[config.mk]
export PLATFORM = sky130hd
export DESIGN_NAME = regfile_writeback_arbiter
export DESIGN_NICKNAME = d
export VERILOG_FILES = /design/src/rtl/regfile_pkg.sv /design/src/rtl/regfile_writeback_arbiter_wb_fifo.sv /design/src/rtl/regfile_writeback_arbiter.sv
export SDC_FILE = /design/constraint.sdc
export NUM_CORES = 1
export LEC_CHECK = 0
export ABC_AREA = 1
export BUFFER_PORTS_ARGS = -buffer_cell sky130_fd_sc_hd__buf_2
export CORE_MARGIN = 2
export CORE_UTILIZATION = 30
export DETAILED_ROUTE_END_ITERATION = 16
export SLEW_MARGIN = 20
export SYNTH_ARGS = -nofsm -noshare
export SYNTH_HDL_FRONTEND = slang
export SYNTH_SLANG_ARGS = --single-unit
[constraint.sdc]
create_clock -name clk -period 4.7 [get_ports clk]
set_clock_uncertainty 0.15 [all_clocks]
set_input_delay 0.47 -clock clk [delete_from_list [all_inputs] [get_ports clk]]
set_output_delay 0.47 -clock clk [all_outputs]
set_load 0.01 [all_outputs]
[src/rtl/regfile_pkg.sv]
// Shared register-file constants and the writeback item type.
// XLEN   : integer data width
// NREG   : number of architectural registers
// REG_AW : register address width
// wb_item: one pending write, {rd, data}
package regfile_pkg;
  localparam int XLEN   = 32;
  localparam int NREG   = 32;
  localparam int REG_AW = 5;

  localparam logic [REG_AW-1:0] ZERO_REG = '0;

  typedef struct packed {
    logic [REG_AW-1:0] rd;
    logic [XLEN-1:0]   data;
  } wb_item;
endpackage

[src/rtl/regfile_writeback_arbiter_wb_fifo.sv]
// wb_fifo: parameterised synchronous FIFO used as the load-result queue.
// clk/rst  : clock, asynchronous active-high reset
// push_i   : write din_i (caller guarantees not full)
// pop_i    : advance head (caller guarantees not empty)
// dout_o   : current head entry
// count_o  : occupancy, 0..DEPTH
// empty_o  : count_o == 0
module wb_fifo #(
  parameter int WIDTH = 37,
  parameter int DEPTH = 4,
  localparam int AW   = $clog2(DEPTH),
  localparam int CW   = $clog2(DEPTH) + 1
) (
  input  logic             clk,
  input  logic             rst,
  input  logic             push_i,
  input  logic [WIDTH-1:0] din_i,
  input  logic             pop_i,
  output logic [WIDTH-1:0] dout_o,
  output logic [CW-1:0]    count_o,
  output logic             empty_o
);
  logic [WIDTH-1:0] mem_q [DEPTH];
  logic [AW-1:0]    wr_ptr_q, wr_ptr_d;
  logic [AW-1:0]    rd_ptr_q, rd_ptr_d;
  logic [CW-1:0]    count_q, count_d;

  // DEPTH is a power of two, so pointer wrap is plain overflow.
  always_comb begin
    wr_ptr_d = wr_ptr_q + AW'(push_i);
    rd_ptr_d = rd_ptr_q + AW'(pop_i);
    count_d  = count_q + CW'(push_i) - CW'(pop_i);
  end

  always_ff @(posedge clk or posedge rst) begin
    if (rst) begin
      wr_ptr_q <= '0;
      rd_ptr_q <= '0;
      count_q  <= '0;
    end else begin
      wr_ptr_q <= wr_ptr_d;
      rd_ptr_q <= rd_ptr_d;
      count_q  <= count_d;
    end
  end

  // Storage needs no reset: entries are only visible through count_q.
  always_ff @(posedge clk) begin
    if (push_i) mem_q[wr_ptr_q] <= din_i;
  end

  assign dout_o  = mem_q[rd_ptr_q];
  assign count_o = count_q;
  assign empty_o = (count_q == '0);
endmodule

[src/rtl/regfile_writeback_arbiter.sv]
// regfile_writeback_arbiter: merges ALU and load results onto the single
// register-file write port, with a pending-load scoreboard.
// alu_valid/alu_ready/alu_rd/alu_data : ALU result handshake (ready is comb)
// ld_valid/ld_ready/ld_rd/ld_data     : load result handshake into the queue
// issue_valid/issue_rd                : load issue, marks rd busy
// rf_we/rf_rd/rf_wdata                : registered write toward the file
// busy                                : outstanding-load bit per register
// sb_err                              : sticky scoreboard consistency error
module regfile_writeback_arbiter
  import regfile_pkg::*;
#(
  parameter int LQ_DEPTH     = 4,
  parameter int STARVE_LIMIT = 4,
  parameter int XLEN         = 32
) (
  input  logic              clk,
  input  logic              rst,
  input  logic              alu_valid,
  output logic              alu_ready,
  input  logic [REG_AW-1:0] alu_rd,
  input  logic [XLEN-1:0]   alu_data,
  input  logic              ld_valid,
  output logic              ld_ready,
  input  logic [REG_AW-1:0] ld_rd,
  input  logic [XLEN-1:0]   ld_data,
  input  logic              issue_valid,
  input  logic [REG_AW-1:0] issue_rd,
  output logic              rf_we,
  output logic [REG_AW-1:0] rf_rd,
  output logic [XLEN-1:0]   rf_wdata,
  output logic [NREG-1:0]   busy,
  output logic              sb_err
);
  localparam int CW = $clog2(LQ_DEPTH) + 1;
  localparam int SW = $clog2(STARVE_LIMIT + 1);
  localparam int IW = REG_AW + XLEN;

  logic [CW-1:0]     lq_count;
  logic              lq_empty;
  logic [IW-1:0]     lq_head;
  logic [REG_AW-1:0] head_rd;
  logic [XLEN-1:0]   head_data;
  logic              push, pop, alu_win, force_load;

  logic [SW-1:0]     starve_q, starve_d;
  logic              we_q, we_d;
  logic [REG_AW-1:0] rd_q, rd_d;
  logic [XLEN-1:0]   wdata_q, wdata_d;
  logic [NREG-1:0]   busy_q, busy_d;
  logic              err_q, err_d;

  assign {head_rd, head_data} = lq_head;

  // Full is judged on the registered count, so a full queue never pushes
  // in the same cycle it pops.
  assign ld_ready   = (lq_count < CW'(LQ_DEPTH));
  assign push       = ld_valid && ld_ready;
  assign force_load = !lq_empty && (starve_q == SW'(STARVE_LIMIT));
  assign alu_ready  = !force_load;
  assign alu_win    = alu_valid && alu_ready;
  assign pop        = !alu_win && !lq_empty;

  wb_fifo #(.WIDTH(IW), .DEPTH(LQ_DEPTH)) u_lq (
    .clk     (clk),
    .rst     (rst),
    .push_i  (push),
    .din_i   ({ld_rd, ld_data}),
    .pop_i   (pop),
    .dout_o  (lq_head),
    .count_o (lq_count),
    .empty_o (lq_empty)
  );

  always_comb begin
    we_d    = 1'b0;
    rd_d    = rd_q;
    wdata_d = wdata_q;
    if (alu_win) begin
      we_d    = (alu_rd != ZERO_REG);
      rd_d    = alu_rd;
      wdata_d = alu_data;
    end else if (pop) begin
      we_d    = (head_rd != ZERO_REG);
      rd_d    = head_rd;
      wdata_d = head_data;
    end
  end

  // Counts ALU wins that bypass a waiting load; any pop or an empty queue
  // resets the fairness window.
  always_comb begin
    starve_d = starve_q;
    if (pop || lq_empty)
      starve_d = '0;
    else if (alu_win && starve_q != SW'(STARVE_LIMIT))
      starve_d = starve_q + SW'(1);
  end

  // Clear is applied before set so a same-cycle issue to the retiring rd
  // leaves the bit set.
  always_comb begin
    busy_d = busy_q;
    err_d  = err_q;
    if (pop && head_rd != ZERO_REG) begin
      if (!busy_q[head_rd]) err_d = 1'b1;
      busy_d[head_rd] = 1'b0;
    end
    if (issue_valid && issue_rd != ZERO_REG) begin
      if (busy_q[issue_rd]) err_d = 1'b1;
      busy_d[issue_rd] = 1'b1;
    end
    busy_d[0] = 1'b0;
  end

  always_ff @(posedge clk or posedge rst) begin
    if (rst) begin
      starve_q <= '0;
      we_q     <= 1'b0;
      rd_q     <= '0;
      wdata_q  <= '0;
      busy_q   <= '0;
      err_q    <= 1'b0;
    end else begin
      starve_q <= starve_d;
      we_q     <= we_d;
      rd_q     <= rd_d;
      wdata_q  <= wdata_d;
      busy_q   <= busy_d;
      err_q    <= err_d;
    end
  end

  assign rf_we    = we_q;
  assign rf_rd    = rd_q;
  assign rf_wdata = wdata_q;
  assign busy     = busy_q;
  assign sb_err   = err_q;
endmodule

After elaboration in Yosys (flattened, before gate mapping)
Memories as Yosys holds them, arrays and structs flattened.
Cells that the tools add are included.
- output and inout port bits: 73
- register bits: 80
- RAM bits: 148
- memories kept: 1
- bits of input ports: 84
- memory list (memory ; depth ; bits a word ; rd ports ; clocked after Yosys merged registers in ; write ports ; RTL line ; source):
    u_lq.mem_q ; 4 ; 37 ; 1 ; 0 ; 1 ; regfile_writeback_arbiter_wb_fifo.sv:23 ; logic [WIDTH-1:0] mem_q [DEPTH];
- magnitude comparators: 5
- bitwise operators: 3
- reduce and logical (&&, ||, !) cells: 19
- $add $sub $neg: 5
- equality and inequality tests: 2
- mux-type cells: 24
- operators with widths (cell ; number):
    $mux 32 ; 4
    $and 32x32->32 ; 1
    $not 32->32 ; 1
    $or 32x32->32 ; 1
    $reduce_bool 5->1 ; 3
    $lt 5x6->1 const B ; 2
    $mux 1 ; 12
    $bmux 1 s5 ; 2
    $demux 1 s5 ; 2
    $ge 5x1->1 const B ; 2
    $mux 5 ; 2
    $logic_and 1x1->1 ; 9
    $mux 3 ; 2
    $add 2x1->2 ; 2
    $reduce_bool 2->1 ; 2
    $add 3x1->3 ; 1
    $add 3x1->3 const B ; 1
    $eq 3x3->1 const B ; 1
    $logic_not 1->1 ; 3
    $logic_not 3->1 ; 1
    $lt 3x3->1 const B ; 1
    $ne 3x3->1 const B ; 1
    $sub 3x1->3 ; 1
    $logic_or 1x1->1 ; 1

Longest topological paths before layout
- depth in word-level cells: 11
- gate-level depth with buffers: 15
- gate-level depth less buffers: 15

Cells and area by module
From an unflattened synthesis, not the netlist that was laid out.
- cell total of the unflattened synthesis: 1165
- area, all modules: 10461.3 sq um
- modules (own cells, without submodules) (module ; area an instance (sq um) ; sequential area each (sq um) ; instances ; cells each):
    wb_fifo ; 6565.0 ; 4619.4 ; 1 ; 616
    regfile_writeback_arbiter ; 3896.2 ; 1826.8 ; 1 ; 549

Worst setup path before layout
Ideal clock, no wire load.
- path type: flip-flop to flip-flop
- start point: register u_lq.count_q[2], in the netlist u_lq.count_o[2]
- end point: memory u_lq.mem_q[0][0], enable pin
- arrival time: 3168 ps
- path slack: 905 ps
- cell stages (with the launch flop): 4
- clock period less this slack: 3795 ps
- path buffers: 0
- data required time: 4073 ps
- cells stage by stage: dfrtp_1 > inv_1 > nand2_1 > nor3_1
- word-level cells in the longest chain between the ends: 4
- ends and longest elaborated chain (element ; RTL line ; source):
    start: declaration ; regfile_writeback_arbiter_wb_fifo.sv:26 ; logic [CW-1:0] count_q, count_d;
    start signal: assignment ; regfile_writeback_arbiter_wb_fifo.sv:43 ; count_q <= count_d;
    $lt 3x3->1 ; regfile_writeback_arbiter.sv:56 ; assign ld_ready = (lq_count < CW'(LQ_DEPTH));
    named net ld_ready ; regfile_writeback_arbiter.sv:23 ; output logic ld_ready,
    $logic_and 1x1->1 ; regfile_writeback_arbiter.sv:57 ; assign push = ld_valid && ld_ready;
    $mux 1 ; regfile_writeback_arbiter_wb_fifo.sv:49 ; if (push_i) mem_q[wr_ptr_q] <= din_i;
    $mux 1 (not written as such) ; regfile_writeback_arbiter_wb_fifo.sv:49 ;
    end: declaration ; regfile_writeback_arbiter_wb_fifo.sv:23 ;
The timed path passes the listed nets, and every way through them passes these cells.

Worst setup path in the final report
- start point: register u_lq.count_q[1], in the netlist u_lq.count_o[1]
- end point: register u_lq.count_q[2], in the netlist u_lq.count_o[2]
- word-level cells in the longest chain between the ends: 8
- elaborated cells between the ends (all ways): 11
- those cells by class: 2 x add/sub; 1 x order compare; 8 x reduce/logical
- ends and longest elaborated chain (element ; RTL line ; source):
    parallel branches: the longest is 7 deep, another holds $lt 3x3->1 ; - ;
    $sub 3x1->3 (*) ; regfile_writeback_arbiter_wb_fifo.sv:32 ; count_d = count_q + CW'(push_i) - CW'(pop_i);
    named net u_lq.count_d[2] ; regfile_writeback_arbiter_wb_fifo.sv:26 ;
Mark *: on every way through the listed nets, which the timed path passes.
A chain may end at the register's enable or synchronous reset.

==> impl_metrics.csv <==
group,metric,value,unit
outcome,status,"completed",
placement,io_buffers,155,
placement,gp_congestion,0.927,
yosys,synth_area_leaders,"edfxtp_1, dfrtp_1, nand2_1",
routing,vias_per_cell,4.77,
power,p_leak,0.00510,uW
timing,hold_violations,0,
routing,antenna_left,0,
layout,diodes,0,
setup_path,cp_common_cell,"inv_1",
floorplanning,die_h,184,um
layout,final_cell_area,12300,um^2
global_routing,grt_pass1_vias,7463,
layout,syn_to_final_growth,26.6,%
yosys,syn_area_per_cell,10.2,um^2
floorplanning,core.rowCount,65,
timing,fin_crit_sh,0.622,
power,power,7580,uW
power,p_sw_frac,0.392,
timing,rsz0062_at_grt,"no",
routing,dr.first_iter.drc_count,648,
clock_network,clk_latency,540,ps
setup_path,r2r_setup_slack,1780,ps
setup_path,worst_path_max_delay_cell,"dfrtp_1",
floorplanning,core_region_area,31800,um^2
job,cap_violations,0,
global_routing,grt_pass1_wl,42.2,mm
hold_path,hold_path_class,"primary input to flip-flop",
clock_network,cts_buffers,25,
power,p_int,4610,uW
yosys,syn-num-nets,1041,
clock_network,clkTransAtPathRegs,60,ps
setup_path,required,5010,ps
floorplanning,io-pin-count,157,
placement,dp.cells,1511,
timing,min_period,2920,ps
setup_path,path_cells,"nor2_1 -> nand2_1 -> nand3_1 -> nand2_1 -> nand2_2 -> inv_1 -> ha_1 -> inv_1 -> ha_1 -> inv_1 -> fa_1 -> xnor2_1 -> xor2_1",
timing,fmax,342,MHz
global_routing,antenna_found_initial,1,
floorplanning,start_util,0.306,
yosys,ys_seq_area_frac,0.662,
routing,wl,27.3,mm
yosys,syn_area,9740,um^2
power,combPwrFrac,0.358,
yosys,yosysTopAreaCellShare,0.456,
setup_path,cp-end-kind,"flip-flop",
global_routing,grt_max_degree,67,
setup_path,crit_path_max_incr_delay,410,ps
floorplanning,die_w,184,um
yosys,yosysWarningCount,0,
power,p_seq_frac,0.394,
timing,timing.final.max_slew_violations,0,
setup_path,worstSetupPathType,"flip-flop to flip-flop",
yosys,synth_area_leader_cell,"edfxtp_1",
clock_network,cts_root_buffer,"clkbuf_16",
timing,setup_viol,0,
setup_path,crit_arrival,3230,ps
layout,fin_nets,1249,
timing,tns,0,ps
layout,stdcell_count,1613,
setup_path,crit_path_start_kind,"flip-flop",
placement,hpwl,17.4,mm
setup_path,critical-path-top-delay-family,"simple AND/OR/NAND/NOR gates",
yosys,synth_cell_type_count,32,
setup_path,crit_fanout,19,
clock_network,cts_num_sinks,228,
power,p_switching,2970,uW
global_routing,gr-total-overflow,0,
routing,route.detailed.drc,0,
yosys,ys_seq_elements,228,
setup_path,worstPathBufferInverterCount,3,
routing,firstDrtPassIters,5,
global_routing,track_usage,0.159,
clock_network,htree_num_levels,1,
power,ir_drop,0.339,mV
power,pwr-share-clk,0.248,
timing,hold_slack,11.3,ps
timing,tightest_slew,1040,ps
clock_network,cts-resized-gates,0,
placement,dpl_cell_area,11000,um^2
timing,relSlewSlack,0.308,
routing,drt-wirelength-per-cell,16.9,um
floorplanning,dieArea,33900,um^2
clock_network,cts_tree,"yes",
power,p_per_area,615,nW/um^2
layout,nFillCells,3113,
layout,layout-drive-gt1-share,0.185,
routing,vias,7696,
yosys,syn_inst,951,
clock_network,clock_path_buffers,3,
synth_stat cells:
master,n
a21oi_1,24
buf_1,1
buf_2,15
buf_4,3
buf_6,1
clkbuf_1,21
clkinv_1,1
conb_1,1
dfrtp_1,80
edfxtp_1,148
fa_1,1
ha_1,5
inv_1,62
inv_2,3
nand2_1,275
nand2_2,2
nand3_1,37
nand3_2,2
nand3b_1,11
nor2_1,72
nor3_1,10
nor4_1,1
o211ai_1,3
o21ai_0,118
o21ai_1,7
o21bai_1,1
o221ai_1,2
o22ai_1,24
o311ai_0,10
o31ai_1,4
xnor2_1,2
xor2_1,4
layout by cell type, fill, tap and decap left out, drive strengths merged, types with 24 or more instances in the layout:
master       synthesis  layout
dfrtp               80      80
buf                 20     166
clkbuf              21      33
nand3               39      39
nor2                72      72
a21oi               24      24
o22ai               24      24
inv                 65      65
dlygate4sd3          0      56
edfxtp             148     148
o21ai              125     125
nand2              277     277
power by group through the flow:
| stage | clock network, uW | logic (uW) | registers (uW) |
|---|---|---|---|
| floorplan | 0 | 1630 | 3070 |
| global placement | 0 | 2650 | 3000 |
| detailed placement | 0 | 2690 | 3010 |
| CTS | 1920 | 2740 | 2970 |
| global route | 1990 | 3080 | 3040 |
| finish | 1880 | 2720 | 2990 |
final timing paths:
path / depth (start not counted) / start / endpoint
min in group asynchronous: 3 / rst / u_lq.wr_ptr_q[1]$_DFF_PP0_
max in group asynchronous: 4 / rst / busy[3]$_DFF_PP0_
max reg2reg: 13 / u_lq.count_o[1]$_DFF_PP0_ / u_lq.count_o[2]$_DFF_PP0_
min reg2reg: 1 / starve_q[0]$_DFFE_PP0P_ / starve_q[0]$_DFFE_PP0P_
max: 13 / u_lq.count_o[1]$_DFF_PP0_ / u_lq.count_o[2]$_DFF_PP0_
min: 3 / alu_data[11] / rf_wdata[11]$_DFFE_PP0P_
sequential cells by signal, summed over array words and instances, names as in the netlist:
signal,count
u_lq.count_o,3
u_lq.mem_q,148
starve_q,3
rf_we,1
rf_wdata,32
busy,31
u_lq.rd_ptr_q,2
u_lq.wr_ptr_q,2
sb_err,1
rf_rd,5
repair_timing:
action,4_1_cts,5_1_grt
buffers inserted,0,0
hold buffers,56,0
endpoints found under the hold margin,190,0
per-layer routing:
layer / wire length, um / GRT usage / up-vias
met3: 2050 / 0.0332 / 43
li1: - / - / 3665
met4: 620 / 0.0403 / 2
met1: 12400 / 0.221 / 3669
met5: 11 / 0 / -
met2: 12200 / 0.255 / 317
layout make-up:
| class | count | area [um^2] | area share |
|---|---|---|---|
| inverter | 66 | 249 | 0.0202 |
| sequential | 228 | 6450 | 0.523 |
| timing repair buffer | 222 | 1420 | 0.115 |
| tap | 435 | 544 | 0.0441 |
| clock inverter | 13 | 110 | 0.00893 |
| clock buffer | 33 | 676 | 0.0548 |
| multi-input combinational | 616 | 2890 | 0.234 |
kinds of logic (layout without fill, tap and decap cells):
group,count (synthesis),after routing,synth area share
other cells,1,1,0.000385
fa+ha+maj,6,6,0.00847
buf+inv,107,334,0.0451
simple gates,410,410,0.170
xor+xnor,6,6,0.00539
compound gates,193,193,0.109
flops,228,228,0.662
per-stage QoR:
step | setup slack, ps | utilization
floorplan | 905 | -
global placement | 1860 | 0.345
detailed placement | 1830 | 0.345
CTS | 1760 | 0.388
global route | 1520 | 0.388
finish | 1780 | 0.388
tightest hold or removal path: cells and delay by family:
kind | cells | cell delay (ps)
simple gates | 1 | 40
compound gates | 1 | 70
buf+inv | 1 | 70
(Power assumes the default switching activity.)
